$ cat src/rtl/mc_ctrl_pkg.sv
// Shared definitions for the multi-cycle RV32I control unit: opcodes, FSM states,
// datapath select codes and the instruction-class flags handed from decoder to FSM.
package mc_ctrl_pkg;

    localparam logic [6:0] OPC_LUI      = 7'b0110111;
    localparam logic [6:0] OPC_AUIPC    = 7'b0010111;
    localparam logic [6:0] OPC_JAL      = 7'b1101111;
    localparam logic [6:0] OPC_JALR     = 7'b1100111;
    localparam logic [6:0] OPC_BRANCH   = 7'b1100011;
    localparam logic [6:0] OPC_LOAD     = 7'b0000011;
    localparam logic [6:0] OPC_STORE    = 7'b0100011;
    localparam logic [6:0] OPC_OP_IMM   = 7'b0010011;
    localparam logic [6:0] OPC_OP       = 7'b0110011;
    localparam logic [6:0] OPC_MISC_MEM = 7'b0001111;
    localparam logic [6:0] OPC_SYSTEM   = 7'b1110011;

    localparam logic [31:0] INSN_EBREAK = 32'h0010_0073;

    localparam logic [3:0] ALU_ADD = 4'b0000;

    localparam logic [2:0] IMM_NONE = 3'd0;
    localparam logic [2:0] IMM_I    = 3'd1;
    localparam logic [2:0] IMM_B    = 3'd2;
    localparam logic [2:0] IMM_S    = 3'd3;
    localparam logic [2:0] IMM_J    = 3'd4;
    localparam logic [2:0] IMM_U    = 3'd5;

    localparam logic [1:0] WB_ALU = 2'b00;
    localparam logic [1:0] WB_PC4 = 2'b01;
    localparam logic [1:0] WB_MEM = 2'b10;
    localparam logic [1:0] WB_IMM = 2'b11;

    localparam logic [1:0] PC_PLUS4  = 2'b00;
    localparam logic [1:0] PC_ALU    = 2'b01;
    localparam logic [1:0] PC_ALU_AL = 2'b10;

    typedef enum logic [2:0] {
        ST_IF,
        ST_ID,
        ST_EX,
        ST_MEM,
        ST_WB,
        ST_HALT
    } state_e;

    typedef struct packed {
        logic jal;
        logic jalr;
        logic branch;
        logic load;
        logic store;
        logic illegal;
    } iclass_t;

endpackage

$ cat src/rtl/mc_ctrl_if.sv
// Bus between the control unit (master) and the IR/PC registers, memories and
// datapath muxes (slave).
interface mc_ctrl_if #(
    parameter int CNT_W = 32
);
    logic [31:0]      ir;
    logic             imem_rdy;
    logic             dmem_rdy;
    logic             br_taken;
    logic             imem_req;
    logic             dmem_req;
    logic             dmem_we;
    logic             ir_we;
    logic             pc_we;
    logic [1:0]       pc_sel;
    logic             rf_we;
    logic [1:0]       wb_sel;
    logic             op1_sel;
    logic             op2_sel;
    logic [3:0]       alu_ctrl;
    logic [2:0]       imm_type;
    logic             br_en;
    logic [2:0]       br_f3;
    logic             halt;
    logic             illegal;
    logic             bus_err;
    logic [CNT_W-1:0] instret;

    modport master (
        input  ir, imem_rdy, dmem_rdy, br_taken,
        output imem_req, dmem_req, dmem_we, ir_we, pc_we, pc_sel, rf_we, wb_sel,
               op1_sel, op2_sel, alu_ctrl, imm_type, br_en, br_f3, halt, illegal,
               bus_err, instret
    );

    modport slave (
        output ir, imem_rdy, dmem_rdy, br_taken,
        input  imem_req, dmem_req, dmem_we, ir_we, pc_we, pc_sel, rf_we, wb_sel,
               op1_sel, op2_sel, alu_ctrl, imm_type, br_en, br_f3, halt, illegal,
               bus_err, instret
    );
endinterface

$ cat src/rtl/mc_ctrl_decode.sv
// Combinational RV32I decode: instruction class flags for the FSM plus the
// datapath selects (ALU op, immediate format, operand and write-back muxes).
module mc_ctrl_decode
    import mc_ctrl_pkg::*;
(
    input  logic [6:0] opcode,
    input  logic [2:0] funct3,
    input  logic       f7b5,
    output iclass_t    cls,
    output logic [3:0] alu_ctrl,
    output logic [2:0] imm_type,
    output logic [1:0] wb_sel,
    output logic       op1_sel,
    output logic       op2_sel
);

    always_comb begin
        cls      = '0;
        alu_ctrl = ALU_ADD;
        imm_type = IMM_NONE;
        wb_sel   = WB_ALU;
        op1_sel  = 1'b0;
        op2_sel  = 1'b1;
        case (opcode)
            OPC_OP: begin
                op2_sel  = 1'b0;
                alu_ctrl = {f7b5, funct3};
            end
            OPC_OP_IMM: begin
                imm_type = IMM_I;
                // funct7[5] only distinguishes SRLI/SRAI; elsewhere it is immediate bits
                alu_ctrl = {f7b5 & (funct3 == 3'b101), funct3};
            end
            OPC_LOAD: begin
                cls.load = 1'b1;
                imm_type = IMM_I;
                wb_sel   = WB_MEM;
            end
            OPC_STORE: begin
                cls.store = 1'b1;
                imm_type  = IMM_S;
            end
            OPC_BRANCH: begin
                cls.branch = 1'b1;
                op1_sel    = 1'b1;
                imm_type   = IMM_B;
            end
            OPC_JAL: begin
                cls.jal  = 1'b1;
                op1_sel  = 1'b1;
                imm_type = IMM_J;
                wb_sel   = WB_PC4;
            end
            OPC_JALR: begin
                cls.jalr = 1'b1;
                imm_type = IMM_I;
                wb_sel   = WB_PC4;
            end
            OPC_LUI: begin
                imm_type = IMM_U;
                wb_sel   = WB_IMM;
            end
            OPC_AUIPC: begin
                op1_sel  = 1'b1;
                imm_type = IMM_U;
            end
            OPC_MISC_MEM, OPC_SYSTEM: ;
            default: cls.illegal = 1'b1;
        endcase
    end

endmodule

$ cat src/rtl/mc_ctrl.sv
// Multi-cycle RV32I control FSM (IF/ID/EX/MEM/WB/HALT) with memory-wait watchdog,
// sticky halt causes and retired-instruction counter.
module mc_ctrl
    import mc_ctrl_pkg::*;
#(
    parameter int TIMEOUT = 16,
    parameter int CNT_W   = 32
) (
    input  logic      clk,
    input  logic      rstn,
    mc_ctrl_if.master bus
);

    localparam int WC_W = (TIMEOUT < 1) ? 1 : $clog2(TIMEOUT + 1);

    state_e           state;
    logic             run;
    logic [WC_W-1:0]  wait_cnt;
    logic [CNT_W-1:0] instret;
    logic             illegal_q;
    logic             bus_err_q;
    iclass_t          cls;
    logic             wd_expire;
    logic             in_if;
    logic             in_ex;
    logic             ex_jump;

    mc_ctrl_decode u_decode (
        .opcode   (bus.ir[6:0]),
        .funct3   (bus.ir[14:12]),
        .f7b5     (bus.ir[30]),
        .cls      (cls),
        .alu_ctrl (bus.alu_ctrl),
        .imm_type (bus.imm_type),
        .wb_sel   (bus.wb_sel),
        .op1_sel  (bus.op1_sel),
        .op2_sel  (bus.op2_sel)
    );

    assign wd_expire = (TIMEOUT != 0) && (wait_cnt == WC_W'(TIMEOUT));

    // run holds IF strobes low through reset and the release cycle
    always_ff @(posedge clk or negedge rstn) begin
        if (!rstn) begin
            state     <= ST_IF;
            run       <= 1'b0;
            wait_cnt  <= '0;
            instret   <= '0;
            illegal_q <= 1'b0;
            bus_err_q <= 1'b0;
        end else begin
            run <= 1'b1;
            case (state)
                ST_IF: begin
                    if (run) begin
                        if (bus.imem_rdy) begin
                            state    <= ST_ID;
                            wait_cnt <= '0;
                        end else if (wd_expire) begin
                            state     <= ST_HALT;
                            bus_err_q <= 1'b1;
                            wait_cnt  <= '0;
                        end else if (TIMEOUT != 0) begin
                            wait_cnt <= wait_cnt + WC_W'(1);
                        end
                    end
                end
                ST_ID: begin
                    if (bus.ir == INSN_EBREAK) begin
                        state <= ST_HALT;
                    end else if (cls.illegal) begin
                        state     <= ST_HALT;
                        illegal_q <= 1'b1;
                    end else begin
                        state <= ST_EX;
                    end
                end
                ST_EX: begin
                    if (cls.branch) begin
                        state   <= ST_IF;
                        instret <= instret + CNT_W'(1);
                    end else if (cls.load || cls.store) begin
                        state <= ST_MEM;
                    end else begin
                        state <= ST_WB;
                    end
                end
                ST_MEM: begin
                    if (bus.dmem_rdy) begin
                        wait_cnt <= '0;
                        if (cls.store) begin
                            state   <= ST_IF;
                            instret <= instret + CNT_W'(1);
                        end else begin
                            state <= ST_WB;
                        end
                    end else if (wd_expire) begin
                        state     <= ST_HALT;
                        bus_err_q <= 1'b1;
                        wait_cnt  <= '0;
                    end else if (TIMEOUT != 0) begin
                        wait_cnt <= wait_cnt + WC_W'(1);
                    end
                end
                ST_WB: begin
                    state   <= ST_IF;
                    instret <= instret + CNT_W'(1);
                end
                ST_HALT: ;
                default: state <= ST_HALT;
            endcase
        end
    end

    assign in_if   = run && (state == ST_IF);
    assign in_ex   = (state == ST_EX);
    assign ex_jump = cls.jal || cls.jalr || (cls.branch && bus.br_taken);

    assign bus.imem_req = in_if;
    assign bus.ir_we    = in_if && bus.imem_rdy;
    assign bus.pc_we    = (in_if && bus.imem_rdy) || (in_ex && ex_jump);
    assign bus.pc_sel   = !(in_ex && ex_jump) ? PC_PLUS4 :
                          cls.jalr            ? PC_ALU_AL : PC_ALU;
    assign bus.dmem_req = (state == ST_MEM);
    assign bus.dmem_we  = (state == ST_MEM) && cls.store;
    assign bus.rf_we    = (state == ST_WB);
    assign bus.br_en    = in_ex && cls.branch;
    assign bus.br_f3    = bus.ir[14:12];
    assign bus.halt     = (state == ST_HALT);
    assign bus.illegal  = illegal_q;
    assign bus.bus_err  = bus_err_q;
    assign bus.instret  = instret;

endmodule

$ cat src/flat_wrapper.sv
// flat-port wrapper written by rule: the top's interface ports become plain ports
module mc_ctrl_flat import mc_ctrl_pkg::*;
#(
    parameter int TIMEOUT = 16,
    parameter int CNT_W   = 32
)
  (clk, rstn, bus_ir, bus_imem_rdy, bus_dmem_rdy, bus_br_taken, bus_imem_req, bus_dmem_req, bus_dmem_we, bus_ir_we, bus_pc_we, bus_pc_sel, bus_rf_we, bus_wb_sel, bus_op1_sel, bus_op2_sel, bus_alu_ctrl, bus_imm_type, bus_br_en, bus_br_f3, bus_halt, bus_illegal, bus_bus_err, bus_instret);
  mc_ctrl_if #(.CNT_W(CNT_W)) bus_i ();
  input  logic clk;
  input  logic rstn;
  input wire logic [$bits(bus_i.ir)-1:0] bus_ir;
  input wire logic [$bits(bus_i.imem_rdy)-1:0] bus_imem_rdy;
  input wire logic [$bits(bus_i.dmem_rdy)-1:0] bus_dmem_rdy;
  input wire logic [$bits(bus_i.br_taken)-1:0] bus_br_taken;
  output wire logic [$bits(bus_i.imem_req)-1:0] bus_imem_req;
  output wire logic [$bits(bus_i.dmem_req)-1:0] bus_dmem_req;
  output wire logic [$bits(bus_i.dmem_we)-1:0] bus_dmem_we;
  output wire logic [$bits(bus_i.ir_we)-1:0] bus_ir_we;
  output wire logic [$bits(bus_i.pc_we)-1:0] bus_pc_we;
  output wire logic [$bits(bus_i.pc_sel)-1:0] bus_pc_sel;
  output wire logic [$bits(bus_i.rf_we)-1:0] bus_rf_we;
  output wire logic [$bits(bus_i.wb_sel)-1:0] bus_wb_sel;
  output wire logic [$bits(bus_i.op1_sel)-1:0] bus_op1_sel;
  output wire logic [$bits(bus_i.op2_sel)-1:0] bus_op2_sel;
  output wire logic [$bits(bus_i.alu_ctrl)-1:0] bus_alu_ctrl;
  output wire logic [$bits(bus_i.imm_type)-1:0] bus_imm_type;
  output wire logic [$bits(bus_i.br_en)-1:0] bus_br_en;
  output wire logic [$bits(bus_i.br_f3)-1:0] bus_br_f3;
  output wire logic [$bits(bus_i.halt)-1:0] bus_halt;
  output wire logic [$bits(bus_i.illegal)-1:0] bus_illegal;
  output wire logic [$bits(bus_i.bus_err)-1:0] bus_bus_err;
  output wire logic [$bits(bus_i.instret)-1:0] bus_instret;
  assign bus_i.ir = bus_ir;
  assign bus_i.imem_rdy = bus_imem_rdy;
  assign bus_i.dmem_rdy = bus_dmem_rdy;
  assign bus_i.br_taken = bus_br_taken;
  assign bus_imem_req = bus_i.imem_req;
  assign bus_dmem_req = bus_i.dmem_req;
  assign bus_dmem_we = bus_i.dmem_we;
  assign bus_ir_we = bus_i.ir_we;
  assign bus_pc_we = bus_i.pc_we;
  assign bus_pc_sel = bus_i.pc_sel;
  assign bus_rf_we = bus_i.rf_we;
  assign bus_wb_sel = bus_i.wb_sel;
  assign bus_op1_sel = bus_i.op1_sel;
  assign bus_op2_sel = bus_i.op2_sel;
  assign bus_alu_ctrl = bus_i.alu_ctrl;
  assign bus_imm_type = bus_i.imm_type;
  assign bus_br_en = bus_i.br_en;
  assign bus_br_f3 = bus_i.br_f3;
  assign bus_halt = bus_i.halt;
  assign bus_illegal = bus_i.illegal;
  assign bus_bus_err = bus_i.bus_err;
  assign bus_instret = bus_i.instret;
  mc_ctrl #(.TIMEOUT(TIMEOUT), .CNT_W(CNT_W)) u_core (.clk(clk), .rstn(rstn), .bus(bus_i));
endmodule
$ cat config.mk
export PLATFORM = sky130hd
export DESIGN_NAME = mc_ctrl_flat
export DESIGN_NICKNAME = d
export VERILOG_FILES = /design/src/rtl/mc_ctrl_pkg.sv /design/src/rtl/mc_ctrl_if.sv /design/src/rtl/mc_ctrl_decode.sv /design/src/rtl/mc_ctrl.sv /design/src/flat_wrapper.sv
export SDC_FILE = /design/constraint.sdc
export NUM_CORES = 1
export LEC_CHECK = 0
export ABC_AREA = 1
export CAP_MARGIN = 30
export CORE_UTILIZATION = 40
export CTS_CLUSTER_DIAMETER = 30
export CTS_CLUSTER_SIZE = 16
export DETAILED_ROUTE_END_ITERATION = 6
export DONT_BUFFER_PORTS = 1
export GPL_ROUTABILITY_DRIVEN = 0
export HOLD_SLACK_MARGIN = 0.03
export SLEW_MARGIN = 20
export SYNTH_ARGS = -nofsm -noshare
export SYNTH_HDL_FRONTEND = slang
export SYNTH_SLANG_ARGS = --single-unit
$ cat constraint.sdc
create_clock -name clk -period 2.9 [get_ports clk]
set_clock_uncertainty 0.1 [all_clocks]
set_input_delay 0.29 -clock clk [delete_from_list [all_inputs] [get_ports clk]]
set_output_delay 0.29 -clock clk [all_outputs]
set_load 0.02 [all_outputs]
# --- Word-level counts from Yosys, hierarchy flattened ---
# Index checks and enable logic that the tools add are counted.
word_totals:
  reg_bits: 43
  latchBits: 0
  ramBits: 0
  rom_bits: 0
  memories: 0
op_classes:
  n_addsub: 2
  multipliers: 0
  div: 0
  n_lt_le_gt_ge: 0
  n_eq_ne: 25
  shifts: 0
  muxes: 36
  bitwise_logic: 4
  n_reduce_logical: 23
op_table:
  columns: ["op", "n"]
  rows:
  - ["two-way mux 32 bit", 3]
  - ["case mux 32 bit (3 select lines)", 1]
  - ["adder 32 x 1 -> 32 bit, second input constant", 1]
  - ["== test 32 x 21 -> 1 bit, second input constant", 1]
  - ["== test 7 bit, second input constant", 4]
  - ["two-way mux 3 bit", 9]
  - ["== test 7 x 6 -> 1 bit, second input constant", 3]
  - ["two-way mux 5 bit", 4]
  - ["case mux 3 bit (6 select lines)", 1]
  - ["case mux 3 bit (5 select lines)", 1]
  - ["== test 7 x 5 -> 1 bit, second input constant", 2]
  - ["two-way mux 1 bit", 11]
  - ["OR reduction 11 bit", 1]
  - ["case mux 5 bit (2 select lines)", 1]
  - ["== test 3 bit, second input constant", 3]
  - ["case mux 4 bit (2 select lines)", 1]
  - ["AND reduction 4 bit", 2]
  - ["== test 7 x 2 -> 1 bit, second input constant", 1]
  - ["== test 7 x 4 -> 1 bit, second input constant", 1]
  - ["== test 3 x 2 -> 1 bit, second input constant", 2]
  - ["logical AND 1 bit", 6]
  - ["!= test 2 x 1 -> 1 bit, second input constant", 3]
  - ["!= test 2 bit, second input constant", 3]
  - ["case mux 2 bit (3 select lines)", 1]
  - ["other kinds (15)", 24]

# --- Depth between registers and ports, before layout ---
logic_depth:
  depth_word: 6
  depth_mapped: 12
  mapped_depth_nobuf: 11

# --- Hierarchy ---
# Synthesis repeated with hierarchy kept, for this count alone.
hier_totals:
  cells_unflattened: 495
  area_unflattened_um2: 3163.0
modules_own_cells:
  columns: ["module", "instances", "cells_per_inst", "area_per_inst_um2"]
  rows:
  - ["mc_ctrl", 1, 437, 2885.3]
  - ["mc_ctrl_decode", 1, 58, 277.8]

# --- Worst setup path after synthesis ---
# No wires, ideal clock.
synth_path:
  path_type: "register to output"
  from: "register u_core.state[2]"
  to: "output bus_pc_sel[0]"
  arrival_time_ps: 1764
  required_time_ps: 2510
  setup_slack_ps: 746
  stages_incl_launch_ff: 8
  n_path_buf: 0
  cell_sequence: "dfrtp_1 -> inv_2 -> nand2_1 -> nor2_4 -> inv_1 -> nor2_1 -> nand2_1 -> a21boi_0"
synth_between:
  elab_chain_len: 3
synth_rtl:
  columns: ["element", "line_no", "text"]
  rows:
  - ["from (decl)", "mc_ctrl.sv:16", "state_e state;"]
  - ["from (signal assigned)", "mc_ctrl.sv:45", "state <= ST_IF;"]
  - ["from (signal assigned)", "mc_ctrl.sv:57", "state <= ST_ID;"]
  - ["from (signal assigned)", "mc_ctrl.sv:60", "state <= ST_HALT;"]
  - ["== test 3 x 2 -> 1 bit", "mc_ctrl.sv:116", "assign in_ex = (state == ST_EX);"]
  - ["logical AND 1 bit", "mc_ctrl.sv:122", "assign bus.pc_sel = !(in_ex && ex_jump) ? PC_PLUS4 :"]
  - ["two-way mux 2 bit", "mc_ctrl.sv:122", null]
  - ["to (decl)", "flat_wrapper.sv:20", "output wire logic [$bits(bus_i.pc_sel)-1:0] bus_pc_sel;"]
# No other way between the ends.

# --- Worst setup path in the final report ---
# Same ends and word-level chain as after synthesis.

==> impl_metrics.csv <==
group,metric,value,unit
status,status,"finished, final reports clean",
flow_run,drv_cap,0,
global_route,grt_pass1_vias,2905,
cts,cts_max_path_buffers,2,
cts,path_clk_slew,0.08,ns
timing,rsz0062_at_grt,"false",
synthesis,yosysUniqueCellTypes,32,
power,leakagePower,0.00168,uW
timing,fin_tns_setup,0,ns
cells_and_area,drive_gt1_share,6.63,%
critical_path,cp_top_family,"simple AND/OR/NAND/NOR gates",
placed_design,hpwlAfterDp,6.16,mm
cts,cts_num_sinks,43,
placed_design,port-buffer-count,0,
cells_and_area,seqCellArea,0.00108,mm^2
critical_path,cp_common_cell,"nand2_1",
global_route,antenna_found_initial,0,
global_route,grt_first_pass_wirelength,13.5,mm
routing,drtIter0Drc,81,
synthesis,syn_inst,497,
timing,hold_viol,0,
cells_and_area,multi_input_area,0.00179,mm^2
power,pwr-share-seq,57.8,%
cells_and_area,n_antenna_cell,0,
critical_path,cp_slowest_cell,"dfrtp_1",
routing,vias,3000,
synthesis,synth_flop_cell,"dfrtp_1",
timing,fmax,418,MHz
cts,root_buffer,"clkbuf_8",
routing,drcViolationCount,0,
timing,setup_viol_count_final,0,
floorplanning,coreArea,0.00769,mm^2
synthesis,seq_area_frac_synth,34.0,%
synthesis,synthArstFlopShare,100,%
timing,slew_headroom,55.0,%
floorplanning,dieArea,0.00826,mm^2
power,power_switching,239,uW
timing,fin_crit,2.39,ns
cells_and_area,area_growth_syn_to_layout,6.13,%
power,ir_drop,171,uV
floorplanning,rows,32,
critical_path,path_cells,"inv_2 -> nand2_1 -> nor2_4 -> inv_1 -> nor2_1 -> nand2_1 -> a21boi_0 -> buf_4",
cells_and_area,final_nets,538,
routing,dr.pass1.iters,4,
cts,cts.repair.resized,0,
timing,tightest_slew,0.669,ns
timing,maxSlewViolCount,0,
floorplanning,die_w,90.9,um
synthesis,netlist_area,0.00316,mm^2
cts,cts_tree,"done",
cts,htreeDepth,2,
cts,cts_made_buffers,5,
synthesis,synth_edf_count,0,
critical_path,path_class,"reg -> out",
routing,wl_per_cell,13.2,um
cells_and_area,layout_common_cells,"191 x nand2_1, 79 x nor2_1, 52 x inv_1, 43 x dfrtp_1, 22 x nand3_1",
synthesis,synth.avg_cell_area,6.36,um^2
floorplanning,die_h,90.9,um
critical_path,cp.required,2.51,ns
power,power_switching_share,23.0,%
cts,clock_latency,0.30,ns
power,p_per_area,310,mW/mm^2
synthesis,syn-num-nets,537,
critical_path,start_kind,"flop",
synthesis,ys_ff_latch,43,
global_route,grt_max_degree,44,
power,internal_power,802,uW
cells_and_area,final_common_cell,"nand2_1",
synthesis,yosysWarnings,0,
critical_path,crit_path_end_kind,"output pin",
timing,fin_crit_sh,82.6,%
routing,antenna_left,0,
floorplanning,io-pin-count,95,
routing,drt-total-wl,7.90,mm
critical_path,max_stage_delay,0.41,ns
power,comb_power_share,4.2,%
global_route,grt_usage,20.1,%
placed_design,pre_cts_ws,0.733,ns
critical_path,cp.buffers_inverters,3,
power,clock_power_share,38.0,%
timing,finalWorstSetupSlack,0.505,ns
global_route,overflow,0,
critical_path,cp.arrival,2.00,ns
hold_path,min_path_type,"in -> reg",
routing,via_per_inst,5.00,
floorplanning,start_util,41.1,%
cells_and_area,n_fill_cell,816,
critical_path,cp_max_fo,7,
worst reg2reg max path, stage by stage (launching register included):
cell     delay, ns
dfrtp_1       0.44
nor2_1        0.18
inv_2         0.06
nor2_1        0.08
buf_4         0.15
nor2_1        0.05
o21ai_2       0.08
nand2_4       0.24
inv_2         0.46
nand2_1       0.10
nand2_1       0.07
nand2_1       0.05
metrics by stage:
step                      instance area (um^2)  power, uW  hold slack (ns)  util, %  instances
after global placement                    3230        641           -0.105     42.0        591
after floorplan                           3160        645           -0.106        -        497
final                                     3360       1040            0.186     43.7        600
after detailed placement                  3230        641           -0.105     42.0        591
after CTS                                 3360       1050            0.176     43.7        600
after global routing                      3360       1080            0.195     43.7        600
Yosys cell counts, types with 5 or more instances:
| library cell | count | area, um^2 |
|---|---|---|
| dfrtp_1 | 43 | 1080 |
| nor3_1 | 14 | 70.1 |
| buf_4 | 7 | 52.6 |
| nand3_1 | 22 | 110 |
| inv_2 | 7 | 26.3 |
| nand4_1 | 9 | 56.3 |
| a21oi_1 | 5 | 25.0 |
| inv_1 | 52 | 195 |
| xnor2_1 | 7 | 61.3 |
| nand3b_1 | 6 | 45.0 |
| xor2_1 | 12 | 105 |
| o21ai_1 | 9 | 45.0 |
| nor2_1 | 79 | 297 |
| nand2_1 | 191 | 717 |
worst paths after layout:
| kind | start | to | slack (ns) | cells past startpoint |
|---|---|---|---|---|
| setup reg to reg | u_core.state[0] | u_core.bus.instret[18] | 0.73 | 11 |
| hold reg to reg | u_core.wait_cnt[0] | u_core.wait_cnt[0] | 0.44 | 2 |
| hold / removal | bus_dmem_rdy | u_core.wait_cnt[0] | 0.19 | 3 |
| setup / recovery | u_core.state[2] | bus_pc_sel[0] | 0.51 | 8 |
| max in group asynchronous | rstn | u_core.wait_cnt[1] | 2.10 | 2 |
| min in group asynchronous | rstn | u_core.bus.instret[13] | 0.38 | 2 |
state kept, by name (all words and copies together), names as in the netlist:
name,cells
u_core.bus.bus_err,1
u_core.bus.illegal,1
u_core.bus.instret,32
u_core.run,1
u_core.state,3
u_core.wait_cnt,5
final cells by class:
class / instances / share of cell area, %
multi-input cells: 385 / 53.4
flip-flops and latches: 43 / 32.1
inverters: 59 / 6.60
well taps: 102 / 3.80
clock buffers: 6 / 2.46
repair buffers: 4 / 1.57
clock inverters: 1 / 0.149
power by group through the flow:
stage	sequential [uW]	combinational (uW)	clock [uW]
floorplan	614	31.4	0
detailed placement	614	27.0	0
global placement	614	27.0	0
global route	602	51.4	426
finish	602	43.7	395
CTS	602	45.3	406
cells by family (layout without fill, tap and decap cells):
logic type               count (synthesis)  after routing  share of synthesized area [%]
other                                    1              1                          0.119
buffers and inverters                   69             70                           9.34
AO/OA/AOI/OAI                           27             27                           5.42
AND/OR/NAND/NOR                        335            335                           44.6
XOR/XNOR                                19             19                           5.26
flip-flops                              43             43                           34.0
adder cells (fa/ha/maj)                  3              3                           1.19
per-layer routing:
metal  wire, um  vias to the layer above  global-route usage [%]
li1           -                     1538                       -
met1       3770                     1363                    26.2
met2       3460                       91                    32.7
met3        574                        8                    5.98
met4         86                        0                    4.63
met5          0                        -                       0
repair_timing:
| item | in CTS | in global routing |
|---|---|---|
| hold endpoints to repair | 43 | 0 |
| endpoints found under the setup margin | 0 | 0 |
| hold buffers | 2 | 0 |
| setup buffers | 0 | 0 |
Note: power is estimated with default switching activity, not from simulation.
